--- src/rtl/tile_pkg.sv ---
// Shared definitions for the tile write scheduler slice.
//   - memory geometry (AW, DW, N_TILES)
//   - display timing constant SCREEN_Y (first blanking line)
//   - synchronizer depth default
//   - RGB111 colour constants
//   - FSM state encoding (legacy-style localparam constants)
//   - next_colour(): colour increment with natural wrap (7 -> 0)
package tile_pkg;

  localparam int AW          = 3;
  localparam int DW          = 3;
  localparam int N_TILES     = 8;
  localparam int SCREEN_Y    = 480;
  localparam int SYNC_STAGES = 2;

  localparam logic [DW-1:0] BLACK = 3'b000;
  localparam logic [DW-1:0] WHITE = 3'b111;
  localparam logic [DW-1:0] RED   = 3'b100;

  localparam logic [1:0] ST_IDLE  = 2'd0;
  localparam logic [1:0] ST_WRITE = 2'd1;
  localparam logic [1:0] ST_CLEAR = 2'd2;

  function automatic logic [DW-1:0] next_colour(input logic [DW-1:0] c);
    return c + DW'(1);
  endfunction

endpackage

--- src/rtl/tile_wr_scheduler_if.sv ---
// Tile colour RAM write port.
//   mem_addr : write address (AW bits)
//   mem_data : write data (DW bits)
//   mem_we   : write strobe
// Handshake: write-only, no back-pressure. mem_we is a one-cycle pulse per
// write; mem_addr/mem_data are valid only while mem_we is high and otherwise
// hold their last value. The RAM must accept a write on every cycle.
interface tile_wr_scheduler_if #(
  parameter int AW = 3,
  parameter int DW = 3
);
  logic [AW-1:0] mem_addr;
  logic [DW-1:0] mem_data;
  logic          mem_we;

  modport master (output mem_addr, output mem_data, output mem_we);
  modport slave  (input  mem_addr, input  mem_data, input  mem_we);
endinterface

--- src/rtl/tile_wr_scheduler_rr_arbiter8.sv ---
// rr_arbiter8: combinational round-robin pick over 8 requesters.
//   req       : request bits
//   ptr       : index with highest priority this round
//   grant_oh  : one-hot grant
//   grant_idx : index of the grant
//   valid     : any request present
// The search starts at ptr and wraps modulo 8.
module rr_arbiter8
  import tile_pkg::*;
(
  input  logic [N_TILES-1:0] req,
  input  logic [2:0]         ptr,
  output logic [N_TILES-1:0] grant_oh,
  output logic [2:0]         grant_idx,
  output logic               valid
);

  logic [2:0] cand;

  always_comb begin
    grant_oh  = '0;
    grant_idx = '0;
    valid     = 1'b0;
    cand      = '0;
    for (int i = 0; i < N_TILES; i++) begin
      cand = ptr + 3'(i);
      if (!valid && req[cand]) begin
        valid          = 1'b1;
        grant_idx      = cand;
        grant_oh[cand] = 1'b1;
      end
    end
  end

endmodule

--- src/rtl/tile_wr_scheduler.sv ---
// tile_wr_scheduler: sequences writes into the 8-entry tile colour RAM.
// Eight switch requesters (any toggle) and a clear button (rising edge) are
// synchronized, latched as pending requests and served only during vertical
// blanking, so a visible frame never shows a half-updated tile set.
// Ports:
//   clk, rst    : pixel clock, asynchronous active-high reset
//   sw          : tile toggle switches (async)
//   clr         : clear button (async, active-high)
//   vga_posY    : current VGA line
//   mem         : RAM write port (master side)
//   busy        : FSM active or any request pending
//   tile_colors : shadow of all tile colours, tile i at [DW*i +: DW]
//   dbg_state   : current FSM state
module tile_wr_scheduler #(
  parameter int AW          = tile_pkg::AW,
  parameter int DW          = tile_pkg::DW,
  parameter int SCREEN_Y    = tile_pkg::SCREEN_Y,
  parameter int SYNC_STAGES = tile_pkg::SYNC_STAGES
) (
  input  logic                       clk,
  input  logic                       rst,
  input  logic [7:0]                 sw,
  input  logic                       clr,
  input  logic [8:0]                 vga_posY,
  tile_wr_scheduler_if.master        mem,
  output logic                       busy,
  output logic [8*DW-1:0]            tile_colors,
  output logic [1:0]                 dbg_state
);

  import tile_pkg::ST_IDLE;
  import tile_pkg::ST_WRITE;
  import tile_pkg::ST_CLEAR;

  localparam int         ARM_CYCLES = SYNC_STAGES + 1;
  localparam logic [8:0] BLANK_LINE = 9'(SCREEN_Y);

  // ---------------------------------------------------------------------
  // Input conditioning
  // ---------------------------------------------------------------------
  logic [SYNC_STAGES-1:0][7:0] sw_sync;
  logic [7:0]                  sw_prev;
  logic [SYNC_STAGES-1:0]      clr_sync;
  logic                        clr_prev;
  logic [7:0]                  arm_cnt;
  logic                        armed;
  logic [7:0]                  sw_edge;
  logic                        clr_edge;

  always_ff @(posedge clk or posedge rst) begin
    if (rst) begin
      sw_sync  <= '0;
      sw_prev  <= '0;
      clr_sync <= '0;
      clr_prev <= 1'b0;
    end else begin
      sw_sync[0]  <= sw;
      clr_sync[0] <= clr;
      for (int i = 1; i < SYNC_STAGES; i++) begin
        sw_sync[i]  <= sw_sync[i-1];
        clr_sync[i] <= clr_sync[i-1];
      end
      sw_prev  <= sw_sync[SYNC_STAGES-1];
      clr_prev <= clr_sync[SYNC_STAGES-1];
    end
  end

  // The synchronizer chain starts at zero, so a switch held high through
  // reset looks like a toggle while it walks down the chain. Edges are
  // ignored until the chain and the previous-value flop have settled.
  always_ff @(posedge clk or posedge rst) begin
    if (rst) begin
      arm_cnt <= '0;
    end else if (!armed) begin
      arm_cnt <= arm_cnt + 8'd1;
    end
  end

  assign armed    = (arm_cnt == 8'(ARM_CYCLES));
  assign sw_edge  = armed ? (sw_sync[SYNC_STAGES-1] ^ sw_prev) : 8'h00;
  assign clr_edge = armed & clr_sync[SYNC_STAGES-1] & ~clr_prev;

  // ---------------------------------------------------------------------
  // Blanking detect, registered (decisions use it one cycle late)
  // ---------------------------------------------------------------------
  logic vblank;

  always_ff @(posedge clk or posedge rst) begin
    if (rst) vblank <= 1'b0;
    else     vblank <= (vga_posY >= BLANK_LINE);
  end

  // ---------------------------------------------------------------------
  // Arbitration
  // ---------------------------------------------------------------------
  logic [7:0]    pend;
  logic          clr_pend;
  logic [2:0]    rr_ptr;
  logic [7:0]    arb_oh;
  logic [2:0]    arb_idx;
  logic          arb_valid;

  rr_arbiter8 u_arb (
    .req       (pend),
    .ptr       (rr_ptr),
    .grant_oh  (arb_oh),
    .grant_idx (arb_idx),
    .valid     (arb_valid)
  );

  // ---------------------------------------------------------------------
  // Scheduler FSM, write port and shadow colours
  // ---------------------------------------------------------------------
  logic [1:0]    state;
  logic [AW-1:0] cnt;
  logic [AW-1:0] g;
  logic [7:0]    g_oh;
  logic          clr_again;
  logic [AW-1:0] mem_addr_q;
  logic [DW-1:0] mem_data_q;
  logic          mem_we_q;
  logic [DW-1:0] shadow [8];

  always_ff @(posedge clk or posedge rst) begin
    if (rst) begin
      state      <= ST_IDLE;
      cnt        <= '0;
      g          <= '0;
      g_oh       <= '0;
      clr_again  <= 1'b0;
      pend       <= '0;
      clr_pend   <= 1'b0;
      rr_ptr     <= '0;
      mem_addr_q <= '0;
      mem_data_q <= '0;
      mem_we_q   <= 1'b0;
      for (int i = 0; i < 8; i++) shadow[i] <= '0;
    end else begin
      // New edges always land, including on the tile being written now.
      pend     <= pend | sw_edge;
      clr_pend <= clr_pend | clr_edge;

      case (state)
        ST_IDLE: begin
          mem_we_q <= 1'b0;
          if (vblank && clr_pend) begin
            state      <= ST_CLEAR;
            cnt        <= '0;
            clr_again  <= 1'b0;
            mem_we_q   <= 1'b1;
            mem_addr_q <= '0;
            mem_data_q <= tile_pkg::BLACK;
          end else if (vblank && arb_valid) begin
            state      <= ST_WRITE;
            g          <= AW'(arb_idx);
            g_oh       <= arb_oh;
            mem_we_q   <= 1'b1;
            mem_addr_q <= AW'(arb_idx);
            mem_data_q <= tile_pkg::next_colour(shadow[arb_idx]);
          end
        end

        ST_WRITE: begin
          mem_we_q  <= 1'b0;
          shadow[g] <= mem_data_q;
          pend      <= (pend & ~g_oh) | sw_edge;
          rr_ptr    <= 3'(g + AW'(1));
          state     <= ST_IDLE;
        end

        ST_CLEAR: begin
          shadow[cnt] <= tile_pkg::BLACK;
          // A clear press arriving mid-clear is served by a later clear.
          if (clr_edge) clr_again <= 1'b1;
          if (cnt == '1) begin
            mem_we_q <= 1'b0;
            pend     <= sw_edge;
            clr_pend <= clr_again | clr_edge;
            rr_ptr   <= '0;
            state    <= ST_IDLE;
          end else begin
            cnt        <= cnt + AW'(1);
            mem_we_q   <= 1'b1;
            mem_addr_q <= cnt + AW'(1);
            mem_data_q <= tile_pkg::BLACK;
          end
        end

        default: begin
          mem_we_q <= 1'b0;
          state    <= ST_IDLE;
        end
      endcase
    end
  end

  assign mem.mem_addr = mem_addr_q;
  assign mem.mem_data = mem_data_q;
  assign mem.mem_we   = mem_we_q;

  always_comb begin
    tile_colors = '0;
    for (int i = 0; i < 8; i++) tile_colors[DW*i +: DW] = shadow[i];
  end

  assign busy      = (state != ST_IDLE) | (|pend) | clr_pend;
  assign dbg_state = state;

endmodule

--- src/flat_wrapper.sv ---
// flat-port wrapper written by rule: the top's interface ports become plain ports
module tile_wr_scheduler_flat import tile_pkg::ST_IDLE; import tile_pkg::ST_WRITE; import tile_pkg::ST_CLEAR;
#(
  parameter int AW          = tile_pkg::AW,
  parameter int DW          = tile_pkg::DW,
  parameter int SCREEN_Y    = tile_pkg::SCREEN_Y,
  parameter int SYNC_STAGES = tile_pkg::SYNC_STAGES
)
  (clk, rst, sw, clr, vga_posY, busy, tile_colors, dbg_state, mem_mem_addr, mem_mem_data, mem_mem_we);
  tile_wr_scheduler_if #(.AW(AW), .DW(DW)) mem_i ();
  input  logic clk;
  input  logic rst;
  input  logic [7:0] sw;
  input  logic clr;
  input  logic [8:0] vga_posY;
  output logic busy;
  output logic [8*DW-1:0] tile_colors;
  output logic [1:0] dbg_state;
  output wire logic [$bits(mem_i.mem_addr)-1:0] mem_mem_addr;
  output wire logic [$bits(mem_i.mem_data)-1:0] mem_mem_data;
  output wire logic [$bits(mem_i.mem_we)-1:0] mem_mem_we;
  assign mem_mem_addr = mem_i.mem_addr;
  assign mem_mem_data = mem_i.mem_data;
  assign mem_mem_we = mem_i.mem_we;
  tile_wr_scheduler #(.AW(AW), .DW(DW), .SCREEN_Y(SCREEN_Y), .SYNC_STAGES(SYNC_STAGES)) u_core (.clk(clk), .rst(rst), .sw(sw), .clr(clr), .vga_posY(vga_posY), .mem(mem_i), .busy(busy), .tile_colors(tile_colors), .dbg_state(dbg_state));
endmodule
--- config.mk ---
export PLATFORM = sky130hd
export DESIGN_NAME = tile_wr_scheduler_flat
export DESIGN_NICKNAME = d
export VERILOG_FILES = /design/src/rtl/tile_pkg.sv /design/src/rtl/tile_wr_scheduler_if.sv /design/src/rtl/tile_wr_scheduler_rr_arbiter8.sv /design/src/rtl/tile_wr_scheduler.sv /design/src/flat_wrapper.sv
export SDC_FILE = /design/constraint.sdc
export NUM_CORES = 1
export LEC_CHECK = 0
export CAP_MARGIN = 30
export CORE_MARGIN = 5
export CORE_UTILIZATION = 45
export CTS_CLUSTER_SIZE = 24
export DETAILED_ROUTE_END_ITERATION = 10
export PLACE_DENSITY = 0.74
export SKIP_CTS_REPAIR_TIMING = 1
export SLEW_MARGIN = 20
export SYNTH_ARGS = -nofsm -noshare
export SYNTH_HDL_FRONTEND = slang
export SYNTH_SLANG_ARGS = --single-unit
--- constraint.sdc ---
create_clock -name clk -period 13.05 [get_ports clk]
set_input_delay 2.61 -clock clk [delete_from_list [all_inputs] [get_ports clk]]
set_output_delay 2.61 -clock clk [all_outputs]
set_load 0.1 [all_outputs]
==> results of run 1 <==
## flip-flops by register name, indices dropped and copies added, names as in the netlist
| signal | flops |
|---|---|
| u_core.g_oh | 8 |
| u_core.dbg_state | 2 |
| u_core.arm_cnt | 8 |
| u_core.clr_sync | 2 |
| u_core.sw_prev | 8 |
| u_core.vblank | 1 |
| u_core.pend | 8 |
| u_core.sw_sync | 16 |
| u_core.clr_pend | 1 |
| u_core.rr_ptr | 3 |
| u_core.mem.mem_data | 3 |
| u_core.mem.mem_we | 1 |
| u_core.clr_prev | 1 |
| u_core.cnt | 3 |
| u_core.mem.mem_addr | 3 |
| u_core.clr_again | 1 |
| u_core.tile_colors | 24 |
| u_core.g | 3 |
## layer usage
| layer | global-route usage (%) | wire length, µm | vias up |
|---|---|---|---|
| li1 | - | - | 1952 |
| met1 | 25.1 | 5780 | 2120 |
| met2 | 28.2 | 5920 | 139 |
| met3 | 2.33 | 602 | 24 |
| met4 | 8.09 | 325 | 0 |
| met5 | 0 | 0 | - |
## layout make-up
| cell class | instances | area share (%) |
|---|---|---|
| clock inverter | 2 | 0.240 |
| multi-input combinational | 368 | 45.2 |
| clock buffer | 13 | 4.17 |
| timing repair buffer | 52 | 8.14 |
| tap | 147 | 2.95 |
| sequential | 96 | 38.5 |
| inverter | 14 | 0.862 |
## critical path: stages (launching register included)
cell	delay (ns)
dfrtp_1	0.73
clkinv_1	0.45
ha_1	0.82
inv_2	0.24
mux4_2	0.54
a32o_1	0.39
o211a_1	0.20
a221o_1	0.37
o21ai_2	0.58
mux2_2	0.41
o211ai_1	0.20
o21ai_0	0.14
ha_1	0.25
xnor2_1	0.23
o31ai_2	0.08
## synth_stat cells, types with 7 or more instances
library cell  count
mux2_2           17
dfrtp_1          96
nor4_1            7
ha_1             14
a22o_1           25
nor2b_1          10
nand2_1          51
nand3_1          10
o21ai_0          41
clkbuf_1         11
xnor2_1          17
inv_1            12
a21oi_1          18
nor2_1           36
mux2i_1          23
mux4_2           15
nor3_1            9
## placed cells by master, fill, tap and decap left out, drive strengths merged, types with 9 or more instances in the layout
master | synthesis | routed
a21oi | 19 | 19
a22o | 25 | 25
clkbuf | 11 | 13
clkdlybuf4s50 | 0 | 48
dfrtp | 96 | 96
ha | 14 | 14
inv | 13 | 12
mux2 | 17 | 17
mux2i | 24 | 24
mux4 | 18 | 18
nand2 | 51 | 51
nand3 | 10 | 10
nor2 | 36 | 36
nor2b | 10 | 10
nor3 | 9 | 9
o21ai | 44 | 44
xnor2 | 17 | 17
## path summary, 6_finish.rpt
check	startpoint	end	slack [ns]
setup / recovery	u_core.rr_ptr[1]	u_core.mem.mem_data[2]	7.28
hold / removal	u_core.sw_sync[1]	u_core.sw_sync[9]	0.34
setup reg to reg	u_core.rr_ptr[1]	u_core.mem.mem_data[2]	7.28
hold reg to reg	u_core.sw_sync[1]	u_core.sw_sync[9]	0.34
max in group asynchronous	rst	u_core.tile_colors[0]	9.27
min in group asynchronous	rst	u_core.sw_sync[4]	2.71
## metrics by stage
stage	instances	utilization [%]	worst slack, ns	cell area, µm²	total power [mW]
6_report	692	52.6	7.28	6240	1.34
3_5_place_dp	677	50.3	7.36	5970	1.10
2_1_floorplan	500	-	7.93	5390	0.941
3_3_place_gp	676	50.3	7.50	5960	1.09
4_1_cts	692	52.6	7.35	6240	1.34
5_1_grt	692	52.6	6.99	6240	1.42
## cells by family (layout without fill, tap and decap cells)
logic type | after synthesis | after routing | share of synthesized area [%]
AO/OA/AOI/OAI | 134 | 134 | 17.6
buffers and inverters | 36 | 81 | 3.18
AND/OR/NAND/NOR | 141 | 141 | 12.1
multiplexers | 59 | 59 | 16.0
flip-flops | 96 | 96 | 44.5
adder cells (fa/ha/maj) | 14 | 14 | 3.25
XOR/XNOR | 20 | 20 | 3.39
## power by group
part / leakage (nW) / internal, mW / switching (mW) / total [mW]
registers: 1.22 / 0.335 / 0.0544 / 0.389
clock network: 0.128 / 0.139 / 0.102 / 0.241
logic: 1.24 / 0.254 / 0.460 / 0.714
==> metrics.txt, run 1 <==
outcome completed; Worst Max-Slew Pin Slew 0.984 ns; full die area 0.0143 mm²; vias 4235; WP data arrival 5.96 ns; CTS tree yes; Avg Cell Area, Syn 10.8 µm²; Worst EP required 13.24 ns; Syn Std Cell Area 0.00539 mm²; CTS Root Cell clkbuf_16; Antenna Cells 0; chip height 119 µm; Slew Limit Fails 0; Fmax 0.173 GHz; clock skew 0.00377 ns; Critical Path End Type register; final setup vio count 0; top cell type's share of synthesized area 44.5%; H-tree Lvls 3; detailed-route DRC error count 0; clock-pin slew on the worst setup and hold paths 0.06 ns; total wire length 12.6 mm; Relative slew margins 34.2%; CTS Buf Count 9; worst hold slack 0.345 ns; Longest Clk Path Bufs 2; footprint of the multi-input gates 0.00282 mm²; Starting Density 45.5%; Antenna Nets Post-Route 0; RSZ-0062 raised after global routing no; number of vias per cell 6.12; Syn Nets 534; Power Density 215 mW/mm²; share of cells above drive strength 1 10.8%; P&R area growth vs syn 15.8%; hold path cells 0; dpl hpwl 9.32 mm; Pleak 2.58 nW; fin crit share 44.2%; initial antenna violation count 0; fillers 1049; Worst Setup Start Kind register; IO buf count 48; Fin Setup TNS 0 ns; Synth Flop Type dfrtp_1; drt initial violations 423; GR Util All Layers 18.0%; Final nets 575; # clock sinks 96; final RePlAce weighted congestion 0.913; total grt overflow 0; Hold WC Path Type register to register; vias in the first global route 4097; final hold vios 0; Final min period 5.77 ns; Max FO, Critical Path 14; wire per inst 18.3 µm; CP Class register to register; Post-synth EDFFs 0; Yosys Warn Count 0; Synth async-reset ratio 100%; I/O pins 54; Post-Synthesis Cells 500; sequential area share after synthesis 44.5%; worst skew pair latency 0.34 ns; Synth area leader dfrtp_1; Max-cap violations 0; top cells by area, synth dfrtp_1 45%, mux4_2 6.3%, mux2i_1 4.3%; first-pass GRT wire length 20.7 mm; post-synth cell types 65; standard-cell rows 40; Core ar. 0.0119 mm²; largest net degree at the start of global routing 52; Chip Width 119 µm; Register-to-Register Path Depth 14; #FFs+latches synth 96; drt first pass iters 5; VDD IR max 0.137 mV; register area 0.00240 mm²
No activity file was read; power rests on OpenSTA's default activity.
==> inputs of run 2 (changes only) <==
Settings changed: PLACE_DENSITY 0.74 to 0.77.
Clock period 13.05 ns to 5.1 ns, I/O delays scaled along.
==> run 2 against run 1 <==
  * Worst setup slack got worse by 6.4 ns
  * Routed wire length rose by 5.2%
  * Clock power rose to 2.8 times the previous value
  * First-iteration DRC count fell by 32%
  * Cell count rose by 1.7%
  * Largest cell class unchanged
  * Combinational power rose to 2.6 times the previous value
  * Maximum frequency rose by 35%
  * Register-to-register slack got worse by 6.4 ns
  * Global-route usage rose by 1.3 points
  * Design area rose by 2.0%
==> metrics.txt, run 2 (synthesized netlist as in run 1, its figures left out) <==
Relative slew margins 33.0% (-1.2 points); VDD IR max 0.352 mV (+160%); commonest non-fill, non-tap cell in the layout dfrtp_1; Longest Clk Path Bufs 2 (unchanged); Post-Place Cell Area 0.00607 mm² (+1.6%); total wire length 13.3 mm (+5.2%); crit path from u_core.rr_ptr[0]; final hold vios 0 (unchanged); Max-cap violations 0 (unchanged); Chip Width 119 µm (unchanged); number of vias per cell 6.09 (-0.45%); dpl hpwl 9.77 mm (+4.8%); I/O pins 54 (unchanged); drt initial violations 288 (-32%); worst hold slack 0.347 ns (+0.00263 ns); Core ar. 0.0119 mm² (unchanged); first-pass GRT wire length 22.2 mm (+7.1%); Final WS setup 0.832 ns (-6.45 ns); standard-cell rows 40 (unchanged); r2r startpoint u_core.rr_ptr[0]; fillers 1008 (-3.9%); largest net degree at the start of global routing 42 (-19%); Starting Density 45.5% (unchanged); Place WS 0.885 ns (-6.48 ns); RSZ-0062 raised after global routing no; CTS tree yes; register area 0.00240 mm² (unchanged); WP data arrival 4.51 ns (-1.45 ns); Fmax 0.234 GHz (+35%); max reg flops 24 (unchanged); CTS Root Cell clkbuf_16; Worst Max-Slew Pin Slew 1.00 ns (+0.0182 ns); chip height 119 µm (unchanged); vias in the first global route 4334 (+5.8%); cell area after layout 0.00637 mm² (+2.0%); Final nets 586 (+1.9%); Antenna Cells 0 (unchanged); GR Util All Layers 19.3% (+1.3 points); vias 4289 (+1.3%); # clock sinks 96 (unchanged); detailed-route DRC error count 0 (unchanged); Max FO, Critical Path 13 (-1); H-tree Lvls 3 (unchanged); wire per inst 18.9 µm (+3.4%); Pwr Total 3.56 mW (+170%); P&R area growth vs syn 18.1%; final RePlAce weighted congestion 0.921 (+0.81%); full die area 0.0143 mm² (unchanged); total grt overflow 0 (unchanged); clock-pin slew on the worst setup and hold paths 0.06 ns (about the same); Pleak 2.67 nW (+3.4%); Hold WC Path Type register to register; Power Density 559 mW/mm² (+160%); footprint of the multi-input gates 0.00282 mm² (unchanged); IO buf count 48 (unchanged); initial antenna violation count 0 (unchanged); critical hold path startpoint u_core.sw_sync[1]; share of cells above drive strength 1 13.1% (+2.3 points); Worst EP required 5.34 ns (-7.90 ns); Critical Path End Type register; CP Class register to register; Slew Limit Fails 0 (unchanged); outcome completed; final setup vio count 0 (unchanged); fin crit share 83.7% (+39 points); CTS Buf Count 9 (unchanged); most frequent cells in the layout 96 x dfrtp_1, 51 x nand2_1, 48 x clkdlybuf4s50_1; Fin Setup TNS 0 ns (unchanged); clock skew 0.00892 ns (+0.00515 ns); drt first pass iters 5 (unchanged); Final min period 4.27 ns (-1.50 ns); worst skew pair latency 0.35 ns (about the same); Worst Setup Start Kind register; Antenna Nets Post-Route 0 (unchanged)
-- run 2: worst max-delay path, stage by stage, from the launching register on --
cell	delay [ns]
dfrtp_1	0.42
inv_1	0.17
ha_1	0.46
inv_2	0.11
mux4_2	0.54
a32o_1	0.31
o211a_1	0.16
a221o_1	0.38
o21ai_2	0.11
buf_4	0.23
mux2_2	0.36
o211ai_1	0.21
o21ai_0	0.14
ha_1	0.22
xnor2_1	0.15
o31ai_2	0.22
-- run 2: path summary, 6_finish.rpt --
| path | depth (start not counted) | end | slack, ns |
|---|---|---|---|
| max | 15 | u_core.mem.mem_data[2] | 0.83 |
| min | 0 | u_core.sw_sync[9] | 0.35 |
| max reg2reg | 15 | u_core.mem.mem_data[2] | 0.83 |
| min reg2reg | 0 | u_core.sw_sync[9] | 0.35 |
| max in group asynchronous | 4 | u_core.tile_colors[15] | 3.10 |
| min in group asynchronous | 2 | u_core.sw_prev[1] | 1.01 |
-- run 2: layout make-up --
cell class | instances | area share (%)
clock buffers | 10 | 3.75
clock inverters | 6 | 1.04
inverters | 14 | 0.844
multi-input cells | 368 | 44.3
flip-flops and latches | 96 | 37.7
well taps | 147 | 2.89
repair buffers | 63 | 9.51
-- run 2: through the flow --
step	instances	util, %
2_1_floorplan	500	-
3_3_place_gp	687	51.0
3_5_place_dp	688	51.1
4_1_cts	704	53.7
5_1_grt	704	53.7
6_report	704	53.7
-- run 2: where the power goes --
group | internal (mW) | switching (mW)
Clock | 0.396 | 0.288
Combinational | 0.686 | 1.20
Sequential | 0.856 | 0.142
-- run 2: per-layer routing --
layer	routed length (µm)	GRT usage [%]
met5	0	0
met4	227	7.52
met3	747	2.47
met2	6450	31.6
met1	5860	26.3
==> variant 1 (flow settings as in run 1) <==
Reset style: synchronous (`rst`), changed in 4 clocked blocks. Comments in the files are not updated.
--- a/src/rtl/tile_wr_scheduler.sv
+++ b/src/rtl/tile_wr_scheduler.sv
@@ -49,3 +49,3 @@
 
-  always_ff @(posedge clk or posedge rst) begin
+  always_ff @(posedge clk) begin
     if (rst) begin
@@ -70,3 +70,3 @@
   // ignored until the chain and the previous-value flop have settled.
-  always_ff @(posedge clk or posedge rst) begin
+  always_ff @(posedge clk) begin
     if (rst) begin
@@ -87,3 +87,3 @@
 
-  always_ff @(posedge clk or posedge rst) begin
+  always_ff @(posedge clk) begin
     if (rst) vblank <= 1'b0;
@@ -123,3 +123,3 @@
 
-  always_ff @(posedge clk or posedge rst) begin
+  always_ff @(posedge clk) begin
     if (rst) begin
Function: differs if rst is asserted again (counterexample within 10 cycles, from zero or initial values and one cycle with rst high); with rst held inactive, the same outputs for 10 cycles.
==> variant 1 against run 1 <==
  * Setup slack better by 120 ps
  * Final area down 1.4%
  * Clock skew up 5.1 ps
  * Wire length down 4.3%
  * Non-clock buffer count down 1
  * Core utilization up 0.82 points
  * Global-route usage down 0.76 points
  * Sequential cell count unchanged
  * Area after synthesis down 1.2%
Power is not compared: it rests on default switching activity, and its combinational part moved more than twofold at a synthesized area within 25%.
==> variant 1: results <==
group,metric,value,unit
route,first_pass_detailed_route_iteration_total,6,
logic_synthesis,synth_cell_types,73,
setup_path,setup.worst_path.start,"u_core.rr_ptr[1]",
placed_design,finalWeightedCongestion,0.884,
sta,tightest_slew,1010,ps
clock_network,cts_root_buf,"clkbuf_16",
final_layout,drive_gt1_share,8.54,%
placed_design,dpl.hpwl,8.83,mm
final_layout,reg_top3,"u_core.shadow: 24 flops, u_core.sw_sync: 16 flops",
setup_path,reg2reg_from,"u_core.rr_ptr[1]",
logic_synthesis,synthTopCellsByCount,"nor2_1 (77), dfxtp_1 (72), nand2_1 (53), nor2b_1 (36), mux2i_1 (29)",
final_layout,fillers,1022,
logic_synthesis,post_syn_nets,592,
sta,fin_skew,8.83,ps
setup_path,setup.reg_to_reg.worst_slack,7400,ps
global_route,globalRouteTotalUtil,17.3,%
logic_synthesis,synth-edff-count,24,
global_route,grt_remaining_overflow,0,
setup_path,timing.critical_path.fanout_max,20,
status,status,"completed",
logic_synthesis,synthArstFlopShare,0,%
global_route,grt_start_max_net_pins,82,
final_layout,final_net_count,626,
route,via_density_per_instance,5.84,
route,wire_per_inst,16.3,um
hold_path,hold_path.startpoint,"u_core.sw_sync[3]",
logic_synthesis,yosysSeqAreaShare,40.6,%
power_and_ir_drop,standby_leakage_power,2.24,nW
global_route,wire_length_of_the_first_global_routing_pass,20.0,mm
setup_path,cp_data_arrival_time,5890,ps
logic_synthesis,synth_area_leaders,"dfxtp_1 (27%), edfxtp_1 (14%), mux2i_1 (5.4%)",
route,drt_iter0_markers,297,
global_route,via_count_of_the_first_global_routing_pass,4123,
placed_design,numPortBuffers,48,
[variant 1: cell count changes in the layout (fill, tap and decap cells not counted), moves of 6 or more]
cell / change
mux2i_1: +6
xor2_1: +12
nor2_1: +41
mux4_2: -6
dfxtp_1: +72
dfrtp_1: -96
nor2b_1: +26
nand2b_1: +9
a22o_1: -24
xnor2_1: -13
o21ai_0: -16
edfxtp_1: +24
mux2_2: -12
a211oi_1: +9
[variant 1: metrics by stage]
step                instance area, um2  instances  hold WS [ps]  setup WS (ps)  util [%]
floorplan                         5330        558           414           8360         -
global placement                  5870        724           421           7630      51.0
detailed placement                5870        724           424           7480      51.0
CTS                               6160        740           434           7460      53.5
global route                      6160        740           444           7030      53.5
finish                            6160        740           436           7400      53.5
[variant 1: power by group through the flow]
| stage | clock network, mW | registers [mW] | logic [mW] |
|---|---|---|---|
| 3_5_place_dp | 0 | 0.327 | 0.0927 |
| 2_1_floorplan | 0 | 0.345 | 0.0512 |
| 6_report | 0.252 | 0.321 | 0.0932 |
| 4_1_cts | 0.258 | 0.321 | 0.0930 |
| 5_1_grt | 0.270 | 0.322 | 0.0997 |
| 3_3_place_gp | 0 | 0.327 | 0.0907 |
[variant 1: per-layer routing]
| layer | vias up | share of wire [%] | track usage, % |
|---|---|---|---|
| met5 | - | 0 | 0 |
| met4 | 0 | 1.8 | 7.60 |
| met3 | 23 | 6.2 | 2.75 |
| met2 | 153 | 49 | 27.9 |
| met1 | 2060 | 43 | 23.0 |
| li1 | 2087 | - | - |
[variant 1: logic make-up after synthesis]
group	count (synthesis)	synth area share, %
buffers and inverters	40	3.52
xor gates and xnor gates	18	2.96
and+or+nand+nor	234	21.9
DFF	96	40.6
muxes	51	14.0
AOI/OAI and AO/OA	105	13.7
adders and majority gates	14	3.29
[variant 1: cell type report]
cell class,count,area [um2],area share [%]
Tap cell,143,179,2.91
Clock buffer,9,225,3.66
Sequential cell,96,2160,35.1
Multi-Input combinational cell,422,2990,48.5
Timing Repair Buffer,51,498,8.09
Inverter,12,45.0,0.732
Clock inverter,7,61.3,0.996
[variant 1: worst paths after layout]
check             cells past startpoint                endpoint
hold reg to reg                       1      u_core.sw_sync[11]
hold / removal                        1      u_core.sw_sync[11]
setup / recovery                     16  u_core.mem.mem_data[2]
setup reg to reg                     16  u_core.mem.mem_data[2]
[variant 1: worst max-delay path, stage by stage, from the launching register on]
cell and delay [ps]:
dfxtp_1 920, inv_1 200, ha_1 690, mux4_2 450, mux2_2 360, nor3b_2 310, and2_0 350, a221oi_1 120
or4_1 630, nand2_2 250, mux2i_1 230, mux2i_1 90, mux2_2 290, ha_1 210, nor2b_1 130, o2111ai_1 150
o211ai_2 120
==> variant 2 (flow settings as in run 1) <==
Made on the original files. `DW` is set to 3 in 2 places; all go to 5.
--- a/src/rtl/tile_pkg.sv
+++ b/src/rtl/tile_pkg.sv
@@ -10,3 +10,3 @@
   localparam int AW          = 3;
-  localparam int DW          = 3;
+  localparam int DW          = 5;
   localparam int N_TILES     = 8;
--- a/src/rtl/tile_wr_scheduler_if.sv
+++ b/src/rtl/tile_wr_scheduler_if.sv
@@ -9,3 +9,3 @@
   parameter int AW = 3,
-  parameter int DW = 3
+  parameter int DW = 5
 );
Ports: changed (resized mem_mem_data and tile_colors); port bits go from 54 to 72. The function was not compared with the original's and may differ.
==> variant 2 against run 1 <==
  * Count of clock-buffer cells in the layout up 10
  * Sequential share of layout area down 1.2 points
  * Power up 16%
  * Die area up 16%
  * Wire length up 28%
  * Setup slack worse by 330 ps
  * Non-clock buffer count up 20
  * Critical path depth up 2
  * Sequential cell count up 18
  * Area after synthesis up 17%
  * Final area up 23%
  * Critical path type unchanged
==> variant 2: results <==
group,metric,value,unit
status,status,"completed",
route,drt_iter0_markers,400,
sta,hold_slack,344,ps
sta,fin_skew,7.20,ps
setup_path,timing.critical_path.fanout_max,24,
placed_design,detailedPlace.worstSlack,7030,ps
clock_network,numCtsBuffers,17,
logic_synthesis,synthTopCellsByCount,"dfrtp_1 (114), nand2_1 (53), a22o_1 (42), o21ai_0 (39), mux2i_1 (28)",
placed_design,finalWeightedCongestion,0.877,
setup_path,cp_slowest_cell,"ha_1",
placed_design,dpl.hpwl,11.4,mm
route,first_pass_detailed_route_iteration_total,6,
logic_synthesis,post_syn_nets,600,
global_route,grt_start_max_net_pins,61,
setup_path,cp_data_arrival_time,6390,ps
clock_network,clk_latency,410,ps
final_layout,area.share.sequential,37.2,%
final_layout,n_antenna_cell,0,
final_layout,bufAreaShareNonClock,9.23,%
setup_path,reg2regPathDepth,16,
final_layout,layout.non_clock_inverters,17,
logic_synthesis,synth_cell_types,68,
hold_path,hold_ep,"u_core.sw_sync[14]",
route,finalWirelength,16.2,mm
logic_synthesis,synth_area_leaders,"dfrtp_1 (45%), mux4_2 (6.1%), a22o_1 (5.8%)",
clock_network,level_count_of_the_clock_h_tree,4,
global_route,globalRouteTotalUtil,20.1,%
final_layout,multi_input_comb_area,0.00323,mm2
route,wl_met2,7.97,mm
logic_synthesis,yosys_register_bits,114,
placed_design,numPortBuffers,66,
logic_synthesis,synthesis.area_per_instance,11.2,um2
route,m1WireLength,6.86,mm
global_route,wire_length_of_the_first_global_routing_pass,26.4,mm
placed_design,dp_cells,783,
power_and_ir_drop,standby_leakage_power,3.13,nW
power_and_ir_drop,worst_ir_drop_vdd,147,uV
final_layout,final_net_count,657,
global_route,met2_usage,32.1,%
sta,slew_headroom,32.3,%
final_layout,fillers,1114,
global_route,groute.layer.met1.usage,26.6,%
final_layout,num-multi-input-gates,401,
final_layout,layout.clock.cell_area_share,7.51,%
final_layout,number_of_flip_flops_in_the_largest_register,40,
placed_design,dpl_cell_area,0.00707,mm2
route,wire_per_inst,20.0,um
route,routed_wl_met3,980,um
setup_path,worst_r2r_endpoint,"u_core.mem.mem_data[4]",
hold_path,hold_path.startpoint,"u_core.sw_sync[6]",
logic_synthesis,syn_area,0.00632,mm2
final_layout,num-clock-buffers,23,
global_route,via_count_of_the_first_global_routing_pass,5133,
logic_synthesis,yosysSeqAreaShare,45.1,%
final_layout,drive_gt1_share,14.9,%
setup_path,worst_path_dominant_cell_family,"compound AO/OA/AOI/OAI gates",
setup_path,critical_path.max_stage_delay,870,ps
global_route,met3_usage,4.48,%
route,dr_total_vias,4965,
final_layout,postLayoutCoreUtil,55.4,%
-- variant 2: changes by cell type after synthesis, sizes merged, moves of 4 or more --
cell,before,now
clkbuf,11,15
a221oi,5,0
inv,13,17
o21ai,44,40
dfrtp,96,114
nor2,36,28
a22o,25,42
nor3,9,5
mux2i,24,30
a21oi,19,25
buf,11,19
-- variant 2: cells by family (layout without fill, tap and decap cells) --
logic type / count (synthesis) / after routing / share of synthesized area [%]
adders and majority gates: 14 / 14 / 2.77
AOI/OAI and AO/OA: 153 / 153 / 17.7
muxes: 68 / 68 / 15.3
xor gates and xnor gates: 18 / 18 / 2.61
DFF: 114 / 114 / 45.1
buffers and inverters: 51 / 117 / 3.82
and+or+nand+nor: 148 / 148 / 12.7
-- variant 2: where the power goes --
group | switching, mW | total, mW | leakage [nW] | internal (mW)
clock | 0.147 | 0.448 | 0.283 | 0.300
combinational | 0.414 | 0.636 | 1.38 | 0.222
sequential | 0.0809 | 0.475 | 1.47 | 0.394
total | 0.643 | 1.56 | 3.13 | 0.916
-- variant 2: worst max-delay path by stage --
stage | start | endpoint | slack, ps | cells past startpoint
2_1_floorplan | rst | u_core.arm_cnt[0] | 7420 | 1
3_3_place_gp | u_core.rr_ptr[1] | u_core.mem.mem_data[4] | 7180 | 16
3_5_place_dp | u_core.rr_ptr[1] | u_core.mem.mem_data[4] | 7030 | 16
4_1_cts | u_core.rr_ptr[1] | u_core.mem.mem_data[4] | 6980 | 16
5_1_grt | u_core.rr_ptr[1] | u_core.mem.mem_data[4] | 6490 | 16
6_report | u_core.rr_ptr[1] | u_core.mem.mem_data[4] | 6950 | 16
